**src/rtl/mbc_handshake_pkg.sv**
```systemverilog
// Shared types and constants for the console-side MBC boot handshake receiver.
package mbc_handshake_pkg;

    typedef enum logic [2:0] {
        IDLE     = 3'd0,
        ADDR     = 3'd1,
        WAIT_LOW = 3'd2,
        COMPARE  = 3'd3,
        DONE     = 3'd4
    } state_e;

    typedef enum logic [1:0] {
        ST_OK       = 2'd0,
        ST_TIMEOUT  = 2'd1,
        ST_MISMATCH = 2'd2,
        ST_BAD_IDLE = 2'd3
    } status_e;

    localparam int          MBC_PATTERN_LEN    = 19;
    localparam logic [18:0] MBC_PATTERN        = 19'h45140;
    localparam logic [3:0]  UNLOCK_ADDR_HI     = 4'hA;
    localparam logic [3:0]  UNLOCK_ADDR_LO_NIB = 4'h5;

    // Bit 0 is the alignment (low) bit; the rest is the cart authentication sequence.
    function automatic logic exp_bit(input logic [4:0] idx);
        return MBC_PATTERN[idx];
    endfunction

endpackage

```
**src/rtl/mbc_bit_sync.sv**
```systemverilog
// Reset-to-one input synchronizer; STAGES=0 passes the input straight through.
module mbc_bit_sync #(
    parameter int STAGES = 2
) (
    input  logic clk,
    input  logic rst_n,
    input  logic d,
    output logic q
);

    generate
        if (STAGES == 0) begin : g_direct
            assign q = d;
        end else begin : g_sync
            logic [STAGES-1:0] sync_d;
            logic [STAGES-1:0] sync_q;

            // Shift chain next-value: new sample enters at stage 0.
            always_comb begin
                sync_d[0] = d;
                for (int i = 1; i < STAGES; i++) begin
                    sync_d[i] = sync_q[i-1];
                end
            end

            // Synchronizer flops; the line idles high, so reset to ones.
            always_ff @(posedge clk or negedge rst_n) begin
                if (!rst_n) begin
                    sync_q <= '1;
                end else begin
                    sync_q <= sync_d;
                end
            end

            assign q = sync_q[STAGES-1];
        end
    endgenerate

endmodule

```
**src/rtl/mbc_handshake_receiver.sv**
```systemverilog
// Console-side MBC boot handshake: drives the unlock address, aligns on the first low
// MBC bit and checks the 19-bit authentication pattern.
module mbc_handshake_receiver
    import mbc_handshake_pkg::*;
#(
    parameter logic [3:0] ADDR_LO_HI  = 4'hA,
    parameter int         ADDR_CYCLES = 1,
    parameter int         SYNC_STAGES = 2,
    parameter int         TIMEOUT     = 64
) (
    input  logic        SClk,
    input  logic        nReset,
    input  logic        Start,
    output logic [7:0]  AddrLo,
    output logic [3:0]  AddrHi,
    output logic        AddrValid,
    input  logic        MBC,
    output logic        Busy,
    output logic        Done,
    output logic        Pass,
    output logic [1:0]  Status,
    output logic [4:0]  ErrIdx,
    output logic [18:0] Captured
);

    logic        mbc_s;
    logic        start_go_s;
    state_e      state_d, state_q;
    status_e     status_d, status_q;
    logic [7:0]  timer_d, timer_q;
    logic [4:0]  cnt_d, cnt_q;
    logic [18:0] captured_d, captured_q;
    logic [4:0]  err_idx_d, err_idx_q;
    logic        mismatch_d, mismatch_q;
    logic [7:0]  addr_lo_d, addr_lo_q;
    logic [3:0]  addr_hi_d, addr_hi_q;
    logic        addr_valid_d, addr_valid_q;
    logic        busy_d, busy_q;
    logic        done_d, done_q;
    logic        pass_d, pass_q;
    logic [4:0]  err_out_d, err_out_q;

    mbc_bit_sync #(.STAGES(SYNC_STAGES)) u_sync (
        .clk   (SClk),
        .rst_n (nReset),
        .d     (MBC),
        .q     (mbc_s)
    );

    assign start_go_s = Start && ((state_q == IDLE) || (state_q == DONE));

    // Next-state, timer, bit counter and capture/compare datapath.
    always_comb begin
        if (start_go_s) begin
            timer_d    = 8'd0;
            cnt_d      = 5'd0;
            captured_d = 19'd0;
            err_idx_d  = 5'd0;
            mismatch_d = 1'b0;
            status_d   = ST_OK;
        end else begin
            timer_d    = timer_q;
            cnt_d      = cnt_q;
            captured_d = captured_q;
            err_idx_d  = err_idx_q;
            mismatch_d = mismatch_q;
            status_d   = status_q;
        end
        state_d = state_q;

        case (state_q)
            IDLE, DONE: begin
                if (start_go_s) begin
                    state_d = ADDR;
                end else begin
                    state_d = state_q;
                end
            end
            ADDR: begin
                if (timer_q == 8'(ADDR_CYCLES - 1)) begin
                    state_d = WAIT_LOW;
                    timer_d = 8'd0;
                end else begin
                    timer_d = timer_q + 8'd1;
                end
            end
            WAIT_LOW: begin
                if (!mbc_s) begin
                    if (timer_q == 8'd0) begin
                        // A low line on the very first look means the cart is not idling.
                        state_d  = DONE;
                        status_d = ST_BAD_IDLE;
                    end else begin
                        state_d       = COMPARE;
                        captured_d[0] = 1'b0;
                        cnt_d         = 5'd1;
                    end
                end else if (timer_q == 8'(TIMEOUT - 1)) begin
                    state_d  = DONE;
                    status_d = ST_TIMEOUT;
                end else begin
                    timer_d = timer_q + 8'd1;
                end
            end
            COMPARE: begin
                captured_d[cnt_q] = mbc_s;
                if ((mbc_s != exp_bit(cnt_q)) && !mismatch_q) begin
                    mismatch_d = 1'b1;
                    err_idx_d  = cnt_q;
                end else begin
                    mismatch_d = mismatch_q;
                end
                if (cnt_q == 5'(MBC_PATTERN_LEN - 1)) begin
                    state_d  = DONE;
                    status_d = mismatch_d ? ST_MISMATCH : ST_OK;
                end else begin
                    cnt_d = cnt_q + 5'd1;
                end
            end
            default: begin
                state_d = IDLE;
            end
        endcase
    end

    // Output values decoded from the next state so the ports come straight from flops.
    always_comb begin
        addr_valid_d = (state_d == ADDR);
        addr_lo_d    = addr_valid_d ? {ADDR_LO_HI, UNLOCK_ADDR_LO_NIB} : 8'h00;
        addr_hi_d    = addr_valid_d ? UNLOCK_ADDR_HI : 4'h0;
        busy_d       = (state_d == ADDR) || (state_d == WAIT_LOW) || (state_d == COMPARE);
        done_d       = (state_d == DONE);
        pass_d       = done_d && (status_d == ST_OK);
        err_out_d    = (status_d == ST_MISMATCH) ? err_idx_d : 5'd0;
    end

    // State, datapath and output registers.
    always_ff @(posedge SClk or negedge nReset) begin
        if (!nReset) begin
            state_q      <= IDLE;
            status_q     <= ST_OK;
            timer_q      <= 8'd0;
            cnt_q        <= 5'd0;
            captured_q   <= 19'd0;
            err_idx_q    <= 5'd0;
            mismatch_q   <= 1'b0;
            addr_lo_q    <= 8'h00;
            addr_hi_q    <= 4'h0;
            addr_valid_q <= 1'b0;
            busy_q       <= 1'b0;
            done_q       <= 1'b0;
            pass_q       <= 1'b0;
            err_out_q    <= 5'd0;
        end else begin
            state_q      <= state_d;
            status_q     <= status_d;
            timer_q      <= timer_d;
            cnt_q        <= cnt_d;
            captured_q   <= captured_d;
            err_idx_q    <= err_idx_d;
            mismatch_q   <= mismatch_d;
            addr_lo_q    <= addr_lo_d;
            addr_hi_q    <= addr_hi_d;
            addr_valid_q <= addr_valid_d;
            busy_q       <= busy_d;
            done_q       <= done_d;
            pass_q       <= pass_d;
            err_out_q    <= err_out_d;
        end
    end

    assign AddrLo    = addr_lo_q;
    assign AddrHi    = addr_hi_q;
    assign AddrValid = addr_valid_q;
    assign Busy      = busy_q;
    assign Done      = done_q;
    assign Pass      = pass_q;
    assign Status    = status_q;
    assign ErrIdx    = err_out_q;
    assign Captured  = captured_q;

endmodule

```
**config.mk**
```make
export PLATFORM = sky130hd
export DESIGN_NAME = mbc_handshake_receiver
export DESIGN_NICKNAME = d
export VERILOG_FILES = /design/src/rtl/mbc_handshake_pkg.sv /design/src/rtl/mbc_bit_sync.sv /design/src/rtl/mbc_handshake_receiver.sv
export SDC_FILE = /design/constraint.sdc
export NUM_CORES = 1
export LEC_CHECK = 0
export BUFFER_PORTS_ARGS = -buffer_cell sky130_fd_sc_hd__buf_2
export CAP_MARGIN = 20
export CORE_UTILIZATION = 45
export CTS_CLUSTER_DIAMETER = 50
export DETAILED_ROUTE_END_ITERATION = 6
export GPL_TIMING_DRIVEN = 0
export PLACE_DENSITY = 0.66
export SYNTH_ARGS = -nofsm -noshare
export SYNTH_HDL_FRONTEND = slang
export SYNTH_SLANG_ARGS = --single-unit
```
**constraint.sdc**
```tcl
create_clock -name SClk -period 2.4 [get_ports SClk]
set_input_delay 0 -clock SClk [delete_from_list [all_inputs] [get_ports SClk]]
set_output_delay 0 -clock SClk [all_outputs]
set_load 0.1 [all_outputs]
```
==> impl_metrics.ini, run 1 <==
[logic_synthesis]
synthAdderAreaFrac_pct = 2.66
postSynthAreaPerCell_um2 = 9.82
synth-async-reset-ratio_pct = 100
synth_area_leaders = dfrtp_1, o211ai_1, o31ai_1, nand2_1, buf_4
synth_top_area_share_pct = 46.2
seq_area_frac_synth_pct = 48.0
synth_top_family_by_area = compound AO/OA/AOI/OAI gates
synth_compound_area_share_pct = 24.7
synth_seq_cells = 54
netlist_area_um2 = 2820
synthXorXnorAreaFrac_pct = 0.621
synth_enable_flop_cells = 0
synth-simple-area-share_pct = 16.8
netlist_instances = 287
yosysUniqueCellTypes = 53
synthTopCellsByCount = dfrtp_1, nand2_1, o211ai_1
muxShareOfSynthArea_pct = 0
synth.most_common_cell = dfrtp_1
yosysTopAreaCell = dfrtp_1
synthFlopType = dfrtp_1
synth_warnings = 0

[timing]
hold_viol_final = 0
post-route-min-period_ps = 2160
relSlewSlack_pct = 60.9
rsz0062_at_grt = no
min_period_over_period_pct = 90.0
finClkSkew_ps = 13.6
drv_slew = 0
max_slew.worst_pin.slew_ps = 586
max_freq_mhz = 463
finalSetupViolations = 0
finalSetupTns_ps = 0

[placed_design]
dp_hpwl_um = 4540
gp_congestion = 0.799
dp_cells = 407
io_buffer_count = 39

[clock_network]
numCtsBuffers = 5
cts_tree = done
cts_resized = 0
clockBufferDepth = 2
clock_latency_ps = 320
cts_setup_buffers = 0
cts_max_level = 2
clkSinkCount = 54
root_buffer = clkbuf_8
hold_buffers = 2
cts.clk_slew.worst_paths_ps = 110

[setup_path]
critical_path.top_delay_family = compound AO/OA/AOI/OAI gates
slowest_delay_ps = 450
end_kind = flop
critical-path-slowest-cell = dfrtp_1
critPathLaunchType = flop
cp.arrival_ps = 2380
cp.buffers_inverters = 1
crit_chain = inv_1 -> ha_1 -> a211oi_1 -> a21oi_1 -> a21o_1 -> nand4_1 -> a211oi_1
worst_path_most_repeated_cell = a211oi_1
required_ps = 2620
setup.worst_path.class = flop to flop
crit_fanout = 7

[drt]
drt_iter0_markers = 163
routed-via-count = 2333
wl_per_cell_um = 15.1
detail-route-antenna-nets = 0
drc = 0
wl_um = 6290
viasPerCell = 5.59
dr.pass1.iters = 4

[global_routing]
overflow = 0
grt_max_degree = 31
grt_usage_pct = 21.1
grt_pass1_wl_um = 10600
grt_pass1_vias = 2249
antenna_found_initial = 0

[pwr]
switchingPower_uw = 2110
combPwrFrac_pct = 55.0
p_per_area_nw_per_um2 = 1230
pwr-share-seq_pct = 29.5
p_int_uw = 1930
p_clk_share_pct = 15.5
leakagePower_uw = 0.00160
ir_drop_mv = 1.28
netSwitchingFraction_pct = 52.2

[run]
cap_violations = 0

[finish]
syn_to_final_growth_pct = 16.3
antenna_cells = 0
fin_nets = 351
fill_cells = 536
fin_cells = 417
layout-drive-gt1-share_pct = 21.3

[floorplan]
core_area_um2 = 5990
io_pins = 46
initial_core_util_pct = 47.1
fp.dieW_um = 81.1
die_h_um = 81.1
die-area_um2 = 6580
rows = 28

[worst_hold_path]
hp-class = input port to flop

[status]
status = complete, no violations
-- registers in the layout, indices dropped and copies added, names as in the netlist --
register	cells
Status	2
Captured	19
Busy	1
Done	1
cnt_q	5
u_sync.g_sync.sync_q	2
ErrIdx	5
Pass	1
AddrHi	1
err_idx_q	5
state_q	3
timer_q	8
mismatch_q	1
-- per-stage QoR --
stage | hold WS, ps | setup slack, ps | utilization (%) | total power [µW] | instance area (µm²)
final | 64.9 | 239 | 54.7 | 4040 | 3280
after global placement | 106 | 289 | 52.2 | 3400 | 3130
after detailed placement | 30.3 | 274 | 52.5 | 3420 | 3150
after CTS | 47.9 | 246 | 54.7 | 4060 | 3280
after floorplan | -296 | 442 | - | 3030 | 2840
after global routing | 77.6 | 3.34 | 54.7 | 4270 | 3280
-- layout by cell type (no fill, tap or decap), types with 6 or more instances in the layout --
cell type,instances
dfrtp_1,52
buf_2,42
nand2_1,33
o211ai_1,18
o31ai_1,17
o21ai_0,14
buf_4,12
inv_1,10
clkbuf_1,10
a21oi_1,10
nor2_1,10
nand3_1,10
nand4_1,7
a211oi_1,6
ha_1,6
conb_1,6
-- worst register-to-register path, cell delays in order, from the launching register on --
cell      delay, ps
dfrtp_1         450
inv_1           160
ha_1            260
a211oi_1         90
a21oi_1         400
a21o_1          280
nand4_1         140
a211oi_1        270
-- cell families after synthesis --
logic type,Yosys count
xor+xnor,2
compound gates,96
fa+ha+maj,6
buf+inv,38
flops,54
other cells,1
simple gates,90
-- worst paths after layout --
check                      slack (ps)                 endpoint  cells after the start                    start
max in group asynchronous        1560  u_sync.g_sync.sync_q[0]                      3                   nReset
min in group asynchronous         200             Captured[13]                      2                   nReset
min reg2reg                       360  u_sync.g_sync.sync_q[1]                      0  u_sync.g_sync.sync_q[0]
max reg2reg                       240                ErrIdx[0]                      7                 cnt_q[0]
min                                60                     Done                      3                    Start
max                               240                ErrIdx[0]                      7                 cnt_q[0]
-- routing by layer --
metal | GRT usage (%) | wire [µm]
met3 | 3.71 | 269
met4 | 7.32 | 82
met5 | 0 | 0
met2 | 34.5 | 3040
met1 | 28.1 | 2890
-- area by class of cell --
class / count / area, µm² / area share (%)
Clock buffer: 5 / 68.8 / 2.10
Inverter: 10 / 37.5 / 1.14
Tap cell: 75 / 93.8 / 2.86
Buffer: 28 / 161 / 4.92
Multi-Input combinational cell: 200 / 1280 / 39.2
Timing Repair Buffer: 42 / 235 / 7.17
Sequential cell: 54 / 1350 / 41.3
Clock inverter: 3 / 43.8 / 1.34
-- power by group through the flow --
| stage | combinational, µW | sequential, µW | clock, µW |
|---|---|---|---|
| floorplan | 1350 | 1680 | 0 |
| global placement | 2190 | 1210 | 0 |
| detailed placement | 2210 | 1210 | 0 |
| CTS | 2230 | 1190 | 639 |
| global route | 2390 | 1210 | 673 |
| finish | 2220 | 1190 | 628 |
Power figures use the tool's default switching activity.
==> inputs of run 2 (changes only) <==
==> constraint.sdc (replaced) <==
create_clock -name SClk -period 2.1 [get_ports SClk]
set_input_delay 0 -clock SClk [delete_from_list [all_inputs] [get_ports SClk]]
set_output_delay 0 -clock SClk [all_outputs]
set_load 0.1 [all_outputs]
==> run 2 against run 1 <==
Core utilization is 1.7 points higher. Die area stayed put. Maximum frequency is 5.4% higher. Largest power group unchanged.
==> impl_metrics.ini, run 2 (synthesized netlist as in run 1, its figures left out) <==
[pwr]
ir_drop_mv = 1.49
p_per_area_nw_per_um2 = 1420
leakagePower_uw = 0.00163
total_power_uw = 4790

[clock_network]
cts_tree = done
clock_latency_ps = 320
clockBufferDepth = 2
cts_max_level = 2
numCtsBuffers = 5
clkSinkCount = 54
cts.clk_slew.worst_paths_ps = 100
root_buffer = clkbuf_8

[drt]
drc = 0
detail-route-antenna-nets = 0
viasPerCell = 5.67
dr.pass1.iters = 4
routed-via-count = 2380
drt_iter0_markers = 142
wl_per_cell_um = 15.5
wl_um = 6510

[worst_hold_path]
whs_path_depth = 3
hp-class = input port to flop

[floorplan]
initial_core_util_pct = 47.1
die_h_um = 81.1
io_pins = 46
rows = 28
die-area_um2 = 6580
fp.dieW_um = 81.1
core_area_um2 = 5990

[global_routing]
grt_usage_pct = 21.3
busiest_layer = met2
grt_use_met1_pct = 28.4
antenna_found_initial = 0
overflow = 0
grt_use_met2_pct = 34.9
grt_pass1_vias = 2269
grt_max_degree = 31
use_met3_pct = 3.82
grt_pass1_wl_um = 10700

[timing]
finalSetupTns_ps = 0
post-route-min-period_ps = 2050
max_freq_mhz = 488
drv_slew = 0
hold_ws_ps = 68.9
relSlewSlack_pct = 60.8
finalSetupViolations = 0
rsz0062_at_grt = yes
max_slew.worst_pin.slew_ps = 588
finClkSkew_ps = 9.59
hold_viol_final = 0
min_period_over_period_pct = 97.7

[finish]
layout_commonest_cell = dfrtp_1
antenna_cells = 0
final_cell_mix = dfrtp_1, buf_2, nand2_1
largest_register_ffs = 19
fin_nets = 354
fin_util_pct = 56.4
layout-drive-gt1-share_pct = 26.4
syn_to_final_growth_pct = 19.8

[placed_design]
dp_hpwl_um = 4540
gp_congestion = 0.799
io_buffer_count = 39

[run]
cap_violations = 0

[setup_path]
end_kind = flop
r2r_cells = 6
setup.worst_path.class = flop to flop
crit_fanout = 7
critPathLaunchType = flop
required_ps = 2300
cp.arrival_ps = 2250

[status]
status = complete, no violations
[run 2: timing repair]
| action | in CTS | in global routing |
|---|---|---|
| endpoints found under the setup margin | 7 | 18 |
| buffers inserted | 2 | 3 |
| hold endpoints to repair | 25 | 0 |
| pin swaps | 1 | 2 |
| hold buffers | 2 | 0 |
| gates resized for setup | 1 | 18 |
[run 2: final timing paths]
path | startpoint | end | slack, ps
setup / recovery | timer_q[2] | Pass | 50
max in group asynchronous | nReset | u_sync.g_sync.sync_q[1] | 1250
hold / removal | Start | Done | 70
hold reg to reg | u_sync.g_sync.sync_q[0] | u_sync.g_sync.sync_q[1] | 360
setup reg to reg | timer_q[2] | Pass | 50
min in group asynchronous | nReset | Captured[13] | 200
[run 2: area by class of cell]
class / count / area, µm²
fillers: 527 / 2610
flip-flops and latches: 54 / 1360
multi-input cells: 200 / 1350
repair buffers: 47 / 273
plain buffers: 26 / 155
well taps: 75 / 93.8
clock buffers: 5 / 68.8
clock inverters: 3 / 43.8
inverters: 10 / 37.5
[run 2: critical path: stages, from the launching register on]
cell and delay (ps):
dfrtp_1 450, or4_4 550, buf_6 150, a2bb2oi_1 140, o211ai_2 190, o221ai_4 190
o211a_1 270
[run 2: where the power goes]
part	total, µW	switching [µW]	internal (µW)
clock	715	357	358
sequential	1380	153	1230
combinational	2700	1990	714
[run 2: stage by stage]
| step | cells | area [µm²] | setup slack [ps] |
|---|---|---|---|
| 2_1_floorplan | 292 | 2840 | 142 |
| 3_3_place_gp | 406 | 3130 | -11.3 |
| 3_5_place_dp | 407 | 3150 | -26.2 |
| 4_1_cts | 418 | 3290 | -9.12 |
| 5_1_grt | 420 | 3380 | -67.4 |
| 6_report | 420 | 3380 | 49.1 |
[run 2: metal layers]
layer	routed length [µm]	part of all wire, %	vias to the layer above
met5	0	0	-
met3	272	4.2	7
li1	-	-	1149
met1	2970	46	1168
met4	76	1.2	0
met2	3190	49	56
==> inputs of run 3 (changes only) <==
--- a/config.mk
+++ b/config.mk
@@ -12,6 +12,7 @@
 export DETAILED_ROUTE_END_ITERATION = 6
 export GPL_TIMING_DRIVEN = 0
 export PLACE_DENSITY = 0.66
+export SETUP_SLACK_MARGIN = 0.15
 export SYNTH_ARGS = -nofsm -noshare
 export SYNTH_HDL_FRONTEND = slang
 export SYNTH_SLANG_ARGS = --single-unit
==> run 3 against run 2 <==
Hold slack lost 33 ps. Power grew 8.3%. First-iteration DRC count shrank 24%. Worst setup slack gained 52 ps. Flip-flop and latch count is the same. Non-clock buffer count grew 22. Count of clock-buffer cells in the layout grew 1. Final area grew 8.2%. Register-to-register slack gained 50 ps. Core utilization grew 4.6 points. Clock power grew 4.5%. Sequential share of layout area shrank 3.0 points. Critical path type unchanged.
==> impl_metrics.ini, run 3 (synthesized netlist as in run 1, its figures left out) <==
[drt]
detail-route-antenna-nets = 0
drc = 0
viasPerCell = 5.56
dr.pass1.iters = 4
drt_iter0_markers = 108
wl_um = 6790
highest_layer = met4
wl_per_cell_um = 15.4
met1_length_um = 3170
met2_length_um = 3350
dr_wl_met3_um = 178
routed-via-count = 2458

[timing]
finalSetupTns_ps = 0
post-route-min-period_ps = 2000
relSlewSlack_pct = 61.5
rsz0062_at_grt = yes
max_slew.worst_pin.slew_ps = 577
hold_ws_ps = 35.6
finalSetupViolations = 0
hold_viol_final = 0
max_freq_mhz = 500
finClkSkew_ps = 13.8
min_period_over_period_pct = 95.2
drv_slew = 0

[pwr]
p_per_area_nw_per_um2 = 1420
leakagePower_uw = 0.00177
ir_drop_mv = 1.48

[clock_network]
clock_latency_ps = 320
clockBufferDepth = 2
cts_max_level = 2
cts.clk_slew.worst_paths_ps = 90
clkSinkCount = 54
numCtsBuffers = 5
root_buffer = clkbuf_8
cts_tree = done

[worst_hold_path]
hp-class = input port to flop

[setup_path]
crit-reg2reg-launch = timer_q[0]
cp.depth = 8
critical_path.top_delay_family = compound AO/OA/AOI/OAI gates
slowest_delay_ps = 410
crit_fanout = 7
critPathLaunchType = flop
cp.buffers_inverters = 2
cp.arrival_ps = 2200
setup.worst_path.class = flop to flop
critical-path-slowest-cell = dfrtp_1
r2r_end = Pass
end_kind = flop
r2r_cells = 8
crit_end = Pass
crit_chain = inv_2 -> ha_1 -> or3b_4 -> buf_8 -> a2bb2oi_1 -> o211ai_2 -> o221ai_4 -> o211a_1
r2r_slack_ps = 100
critPathLaunch = timer_q[0]
required_ps = 2300

[finish]
antenna_cells = 0
fin_cells = 442
final_cell_mix = dfrtp_1, buf_2, buf_4
fin_nets = 376
layout_commonest_cell = dfrtp_1
syn_to_final_growth_pct = 29.7
fill_cells = 505
largest_register_ffs = 19
layout-drive-gt1-share_pct = 36.5

[placed_design]
dp_cells = 407
dp_hpwl_um = 4590
gp_congestion = 0.799
io_buffer_count = 39

[floorplan]
die_h_um = 81.1
initial_core_util_pct = 47.1
core_area_um2 = 5990
die-area_um2 = 6580
fp.dieW_um = 81.1
io_pins = 46
rows = 28

[run]
cap_violations = 0

[status]
status = complete, no violations

[global_routing]
antenna_found_initial = 0
grt_pass1_vias = 2244
grt_usage_pct = 21.3
overflow = 0
grt_max_degree = 31
grt_pass1_wl_um = 10700
run 3: cell count changes in the layout (fill, tap and decap cells not counted), sizes merged:
| cell | change |
|---|---|
| clkbuf | +2 |
| clkinv | -1 |
| buf | +21 |
run 3: layout make-up:
| type | instances | area (µm²) | share of cell area, % |
|---|---|---|---|
| repair buffers | 67 | 423 | 11.6 |
| flip-flops and latches | 54 | 1360 | 37.1 |
| multi-input cells | 200 | 1440 | 39.4 |
| plain buffers | 28 | 184 | 5.03 |
| inverters | 10 | 37.5 | 1.03 |
| clock buffers | 6 | 82.6 | 2.26 |
| well taps | 75 | 93.8 | 2.57 |
| clock inverters | 2 | 38.8 | 1.06 |
run 3: worst min path at each step:
stage,startpoint,endpoint,slack [ps],cells after the start
6_report,Start,Done,40,3
4_1_cts,Start,Done,30,3
2_1_floorplan,nReset,AddrHi[1],-300,0
5_1_grt,Start,Done,70,3
3_3_place_gp,MBC,u_sync.g_sync.sync_q[0],110,1
3_5_place_dp,nReset,Captured[16],30,1
run 3: what timing repair did:
item,in CTS,in global routing
pin swaps,6,12
setup buffers,10,15
hold buffers,2,0
setup endpoints to repair,17,44
gates resized for setup,11,44
endpoints found under the hold margin,25,0
run 3: layer usage:
metal | vias up | global-route usage, %
li1 | 1204 | -
met1 | 1201 | 28.6
met2 | 46 | 34.8
met3 | 7 | 3.37
met4 | 0 | 7.86
met5 | - | 0
run 3: power breakdown:
| part | switching (µW) | total (µW) | internal [µW] |
|---|---|---|---|
| Sequential | 148 | 1380 | 1230 |
| Clock | 354 | 747 | 393 |
| Combinational | 2100 | 3070 | 967 |
run 3: worst reg2reg max path, stage by stage, from the launching register on:
cell	delay (ps)
dfrtp_1	410
inv_2	70
ha_1	130
or3b_4	380
buf_8	140
a2bb2oi_1	130
o211ai_2	180
o221ai_4	190
o211a_1	260
run 3: per-stage QoR:
step	utilization (%)	area (µm²)	power [µW]	worst slack [ps]
after floorplan	-	2840	3470	174
after global placement	52.2	3130	3890	28.6
after detailed placement	52.5	3150	3920	-19.3
after CTS	56.7	3400	4830	104
after global routing	61.0	3660	5470	47.1
final	61.0	3660	5190	101
